<file path="src/rtl/bnn_input_loader.sv">
// bnn_input_loader: deserialises a binary image and filter bank from a byte stream for layer_one
module bnn_input_loader #(
  parameter int         IMG_DIM    = 28,
  parameter int         N_FILT     = 8,
  parameter int         K          = 3,
  parameter logic [2:0] LOAD_STATE = 3'd1
) (
  input  logic                                   clk,
  input  logic                                   rst,
  input  logic [2:0]                             state,
  input  logic [7:0]                             data_in,
  input  logic                                   data_valid,
  output logic                                   ready,
  output logic [IMG_DIM-1:0][IMG_DIM-1:0]        pixels,
  output logic [N_FILT-1:0][K-1:0][K-1:0]        weights,
  output logic                                   load_done
);
  localparam int PIX_BITS  = IMG_DIM * IMG_DIM;
  localparam int PIX_BYTES = (PIX_BITS + 7) / 8;
  localparam int WGT_BITS  = N_FILT * K * K;
  localparam int WGT_BYTES = (WGT_BITS + 7) / 8;
  localparam int PW        = PIX_BYTES * 8;
  localparam int WW        = WGT_BYTES * 8;

  typedef enum logic [1:0] {IDLE, LOAD_PIX, LOAD_WGT, DONE} fsm_t;

  fsm_t                fsm_q, fsm_d;
  logic [6:0]          byte_cnt_q, byte_cnt_d;
  logic [PIX_BITS-1:0] pix_q, pix_d;
  logic [WGT_BITS-1:0] wgt_q, wgt_d;
  logic                en, acc, last;
  logic [PW-1:0]       pmask, pdata;
  logic [WW-1:0]       wmask, wdata;

  assign en   = state == LOAD_STATE;
  assign acc  = data_valid && ready;
  assign last = byte_cnt_q == 7'(fsm_q == LOAD_PIX ? PIX_BYTES - 1 : WGT_BYTES - 1);

  // Packed row-major / filter-major layout makes the linear stream index the flat bit index
  assign pmask = PW'(8'hFF) << {byte_cnt_q, 3'b000};
  assign pdata = PW'(data_in) << {byte_cnt_q, 3'b000};
  assign wmask = WW'(8'hFF) << {byte_cnt_q, 3'b000};
  assign wdata = WW'(data_in) << {byte_cnt_q, 3'b000};
  assign pix_d = acc && fsm_q == LOAD_PIX
               ? (pix_q & ~pmask[PIX_BITS-1:0]) | (pdata[PIX_BITS-1:0] & pmask[PIX_BITS-1:0])
               : pix_q;
  assign wgt_d = acc && fsm_q == LOAD_WGT
               ? (wgt_q & ~wmask[WGT_BITS-1:0]) | (wdata[WGT_BITS-1:0] & wmask[WGT_BITS-1:0])
               : wgt_q;
  assign pixels  = pix_q;
  assign weights = wgt_q;

  always_ff @(posedge clk or posedge rst) begin
    if (rst) begin
      fsm_q      <= IDLE;
      byte_cnt_q <= '0;
      pix_q      <= '0;
      wgt_q      <= '0;
    end else begin
      fsm_q      <= fsm_d;
      byte_cnt_q <= byte_cnt_d;
      pix_q      <= pix_d;
      wgt_q      <= wgt_d;
    end
  end

  always_comb begin
    fsm_d      = fsm_q;
    byte_cnt_d = byte_cnt_q;
    case (fsm_q)
      IDLE: if (en) begin
        fsm_d      = LOAD_PIX;
        byte_cnt_d = '0;
      end
      LOAD_PIX, LOAD_WGT: if (!en) begin
        fsm_d      = IDLE;
        byte_cnt_d = '0;
      end else if (acc) begin
        fsm_d      = last ? (fsm_q == LOAD_PIX ? LOAD_WGT : DONE) : fsm_q;
        byte_cnt_d = last ? '0 : byte_cnt_q + 7'd1;
      end
      default: if (!en) fsm_d = IDLE;
    endcase
  end

  always_comb begin
    ready     = en && (fsm_q == LOAD_PIX || fsm_q == LOAD_WGT);
    load_done = fsm_q == DONE;
  end
endmodule

</file>
<file path="config.mk">
export PLATFORM = sky130hd
export DESIGN_NAME = bnn_input_loader
export DESIGN_NICKNAME = d
export VERILOG_FILES = /design/src/rtl/bnn_input_loader.sv
export SDC_FILE = /design/constraint.sdc
export NUM_CORES = 1
export LEC_CHECK = 0
export ABC_AREA = 1
export CORE_AREA = 5 5 341 343
export CTS_CLUSTER_DIAMETER = 120
export CTS_CLUSTER_SIZE = 12
export DETAILED_ROUTE_END_ITERATION = 7
export DIE_AREA = 0 0 346 348
export DONT_BUFFER_PORTS = 1
export MAX_ROUTING_LAYER = met4
export PLACE_DENSITY = 0.51
export SLEW_MARGIN = 20
export SYNTH_ARGS = -nofsm -noshare
export SYNTH_HDL_FRONTEND = slang
export SYNTH_SLANG_ARGS = --single-unit
export TNS_END_PERCENT = 5
</file>
<file path="constraint.sdc">
create_clock -name clk -period 35.2 [get_ports clk]
set_clock_uncertainty 0.15 [all_clocks]
set_input_delay 5.28 -clock clk [delete_from_list [all_inputs] [get_ports clk]]
set_output_delay 5.28 -clock clk [all_outputs]
set_load 0.02 [all_outputs]
</file>
# == Word level (Yosys, flattened, before mapping) ==
# Cells that the tools add are included.
# Widths: inputs -> output; s select.
# classes
div_mod_pow,0
bitwise_logic,8
mux,13
n_mul,0
magnitude_cmp,0
addsub,1
n_eq_ne,9
reduce_logical,10
shifts,4
# op_table
operator,n
$and 784x784->784,2
$not 784->784,1
$or 784x784->784,1
$shl 8x10->784,1
$shl 8x10->784 const A,1
$and 72x72->72,2
$not 72->72,1
$or 72x72->72,1
$shl 8x10->72,1
$shl 8x10->72 const A,1
$mux 7,5
$pmux 7 s2,1
$mux 2,5
$add 7x1->7 const B,1
$eq 7x7->1,1
$ne 3x3->1 const B,2
$eq 2x2->1 const B,2
$logic_and 1x1->1,4
$pmux 2 s2,1
$reduce_and 4->1,1
$eq 3x1->1 const B,1
$ne 3x1->1 const B,1
$reduce_and 3->1,1
$eq 2x1->1 const B,1
other kinds (6),6
# word_totals
latchBits,0
inputBits,14
reg_bits,865
output_inout_bits,858
word_cells,49
ramBits,0
rom_bits,0
memories,0

# == Depth between registers and ports, before layout ==
# depth
depth_word,7
ltp_mapped,13
ltp_nobuf,10

# == Worst setup path before layout ==
# No wires, ideal clock.
# synth_timing
path_kind,in2out
start,input state[2]
end,output ready
path_stages,3
slack_ns,24.094
arrival_time_ns,5.676
n_path_buf,0
t_required_ns,29.770
path_cell_list,inv_2 -> nand3_2 -> nor2_4
# synth_between
elab_chain_cells,2
# synth_rtl
item,line_no,source
from (decl),10,"input logic [2:0] state,"
$eq 3x1->1,35,assign en = state == LOAD_STATE;
$logic_and 1x1->1,87,ready = en && (fsm_q == LOAD_PIX || fsm_q == LOAD_WGT);
to (decl),13,"output logic ready,"
# Every way passes these cells.

# == Final worst setup path ==
# Same ends and word-level chain as after synthesis.

==> results summary <==
The flow ran to the end, and the final reports show no timing, DRC or antenna violations. The fraction of registers with async set/reset came out at 1.00. Counting instances in the post-synthesis netlist gives the leading cell types as nand2_1 (1,978), dfrtp_1 (865), o21ai_0 (444). Yosys mapped a number of flops with a built-in enable equal to 0. The portion of synthesized cell area occupied by the leading cell type came out at 0.577. The count of endpoints failing setup in the final report came out at 0. The mapped cell area is 37,500 µm². Across every metal layer, demand over resource in global routing totals 0.274. Headroom to the max-slew limit came out at 0.329. The minimum clock period came out at 11,200 ps. The number of pins exceeding their max-slew limit in the final report came out at 0. The via density per instance is 5.24. The cell with the most instances after synthesis is nand2_1. The floorplan row count is 124. The transition time of the tightest slew-check pin came out at 1010 ps. The routability congestion estimate came out at 0.887. Clock-pin slew was measured on the worst setup and hold paths at 70 ps. The number of standard cells in the final layout excluding fillers came out at 6,045.

For this run, the number of Yosys warnings is 0. Wires add up to 165,000 µm. The cell depth of the worst flop-to-flop path came out at 12. Counting instances, the worst hold path has a depth of 2. During I/O placement, the number of pins put on the boundary was 872. Setup repair after global routing left no endpoint under its margin. The static leakage power is 19.5 nW. The per-instance average area after synthesis is 8.12 µm². In the synthesized netlist the dominant register cell turns out to be dfrtp_1. The post-detailed-route wirelength per cell is 27.4 µm.

By startpoint and endpoint, the worst setup path is classified as in -> out. The count of antenna diodes in the layout is 0. The number of gates resized after CTS was 0.

The core region is 113,000 µm². The critical path required time is 29,770 ps. The fraction of layout cells with a size suffix above 1 came out at 0.0452.

The worst stage delay on the critical path is 290 ps. The source-to-sink clock delay at the later pin of the worst-skew pair came out at 690 ps. The net switching fraction of the power came out at 0.262. The clock net sink count is 865.

The unique cell type count in the Yosys netlist came out at 32. The highest ir drop seen on vdd came out at 32.3 µV. The number of nets handed over by synthesis was 4,642. In this run the worst path has a maximum fanout of 6.

The global route total overflow is 0. The worst setup path is captured at an output pin. The die outline width is 346 µm. The final-report hold violation count came out at 0. The post-route setup TNS is 0 ps. Data on the critical path arrives at its endpoint at 5770 ps.

The post-synthesis instance total came out at 4,618. The sequential share of the synthesized area is 0.577. The synthesized design contains 865 register bits. TritonCTS built the clock tree.

The remaining design rule violation count came out at 0. The number of setup buffers added after CTS is 0. The fraction of power consumed by combinational cells came out at 0.058. The cell family contributing the most delay on the critical path is simple AND/OR/NAND/NOR gates.

Summing over every cut layer, the via total after detailed routing is 31,700. The max-capacitance violation count came out at 0. The die area is 120,000 µm². For this design, the slowest cell found on the critical path is nor2_4. Yosys attributes the largest share of cell area to dfrtp_1 (58%), nand2_1 (20%), o21ai_0 (5.9%). The chip height is 348 µm.

The internal portion of the total power is 1.44 mW. Of the available clock period, the critical path in the final layout requires 0.318. The remaining antenna violation count came out at 0. The number of global-route vias before repair is 30,600. The estimated wirelength of the detail-placed design is 120,000 µm.

The clock root buffer is clkbuf_16. The cell total after placement came out at 5,952. The biggest area contributor in the post-synthesis netlist is dfrtp_1. The kind of start point of the critical path is an input port.

The share of total power dissipated in the clock network is 0.423. The longest clock path from root to sink contains 3 buffers. The area added between synthesis and finish is 9.56%. The switching power is 0.511 mW. Of the total power, registers draw 0.519. The number of violations reported at the end of detailed-routing iteration 0 came out at 2,937. Together, buffers and inverters on the worst path number 1.

The worst slack on hold paths is 405 ps. The number of buffers inserted during clock tree synthesis is 82. The number of antenna violations at the first check in global routing came to 0. The level count of the clock H-tree came out at 3.

The count of nets after finishing is 4,549. The maximum number of pins on one net before global-route repair came out at 131. The global-route wire length before repair is 237,000 µm. The pre-CTS worst setup slack came out at 24,000 ps. The peak clock frequency supported by timing came out at 89.3 MHz.

The initial utilization of the core area, before any placement, comes to 0.331. The cts-stage hold buffer count is 0. The pre-antenna-repair detailed-routing pass consisted of 5 iterations. The number of input and output port buffers inserted is 0. The power density over cell area came out at 47.5 nW/µm². The path class of the tightest hold or removal check is reg -> reg. The critical path crosses 3 cells after its start point. The final worst-path setup slack is 24,000 ps. Traced cell by cell, the critical path runs through inv_2 > nand3_2 > nor2_4.
stage by stage:
step	utilization	cell area (µm²)	total power, mW
6_report	0.363	41100	1.95
5_1_grt	0.363	41100	2.02
4_1_cts	0.362	41000	1.97
3_5_place_dp	0.343	38800	1.15
3_3_place_gp	0.343	38800	1.15
2_1_floorplan	-	37500	1.09
layout by cell type (no fill, tap or decap), types with 5 or more instances in the layout:
cell type	n
buf_4	50
clkbuf_16	83
dfrtp_1	863
ha_1	10
inv_1	175
inv_2	14
nand2_1	1976
nand2_2	5
nand3_1	337
nand4_1	51
nor2_1	315
nor2_2	10
nor2_4	18
nor3_1	84
nor4_1	6
o21ai_0	444
o21ai_1	58
layout make-up:
type,instances,area (µm²)
fill,11800,72200
sequential,865,21700
multi-input combinational,3329,14100
clock buffer,84,2080
tap,1512,1890
inverter,196,759
timing repair buffer,51,403
clock inverter,8,131
worst paths after layout:
| check | start | end | slack, ps |
|---|---|---|---|
| worst max-delay path | state[2] | ready | 24000 |
| worst min-delay path | fsm_q[1]$_DFFE_PP0P_ | fsm_q[1]$_DFFE_PP0P_ | 410 |
| worst max register to register | fsm_q[1]$_DFFE_PP0P_ | flop | 30730 |
| worst min register to register | fsm_q[1]$_DFFE_PP0P_ | fsm_q[1]$_DFFE_PP0P_ | 410 |
| max in group asynchronous | rst | async pin | 26960 |
| min in group asynchronous | rst | async pin | 4430 |
worst reg2reg max path: cells and delay by family (launching register included):
| family | cells | cell delay [ps] |
|---|---|---|
| and+or+nand+nor | 7 | 2230 |
| adders and majority gates | 1 | 380 |
| DFF | 1 | 400 |
| buffers and inverters | 4 | 1230 |
power groups by stage:
stage | combinational, mW | sequential (mW) | clock (mW)
2_1_floorplan | 0.0651 | 1.03 | 0
3_3_place_gp | 0.116 | 1.03 | 0
3_5_place_dp | 0.116 | 1.03 | 0
4_1_cts | 0.116 | 1.01 | 0.846
5_1_grt | 0.125 | 1.01 | 0.884
6_report | 0.113 | 1.01 | 0.825
per-layer routing:
layer / part of all wire / track usage / vias to the layer above
met2: 0.49 / 0.453 / 1297
met1: 0.38 / 0.321 / 15600
met3: 0.091 / 0.0854 / 278
li1: - / - / 14500
met5: 0 / - / -
met4: 0.038 / 0.0906 / 0
kinds of logic (layout without fill, tap and decap cells):
kind of cell,count (synthesis),in the layout,share of synthesized area
fa+ha+maj,10,10,0.00334
flops,865,865,0.577
compound gates,505,505,0.0675
simple gates,2813,2813,0.306
buf+inv,424,339,0.0456
xor+xnor,1,1,0.000234
(Power assumes the default switching activity.)
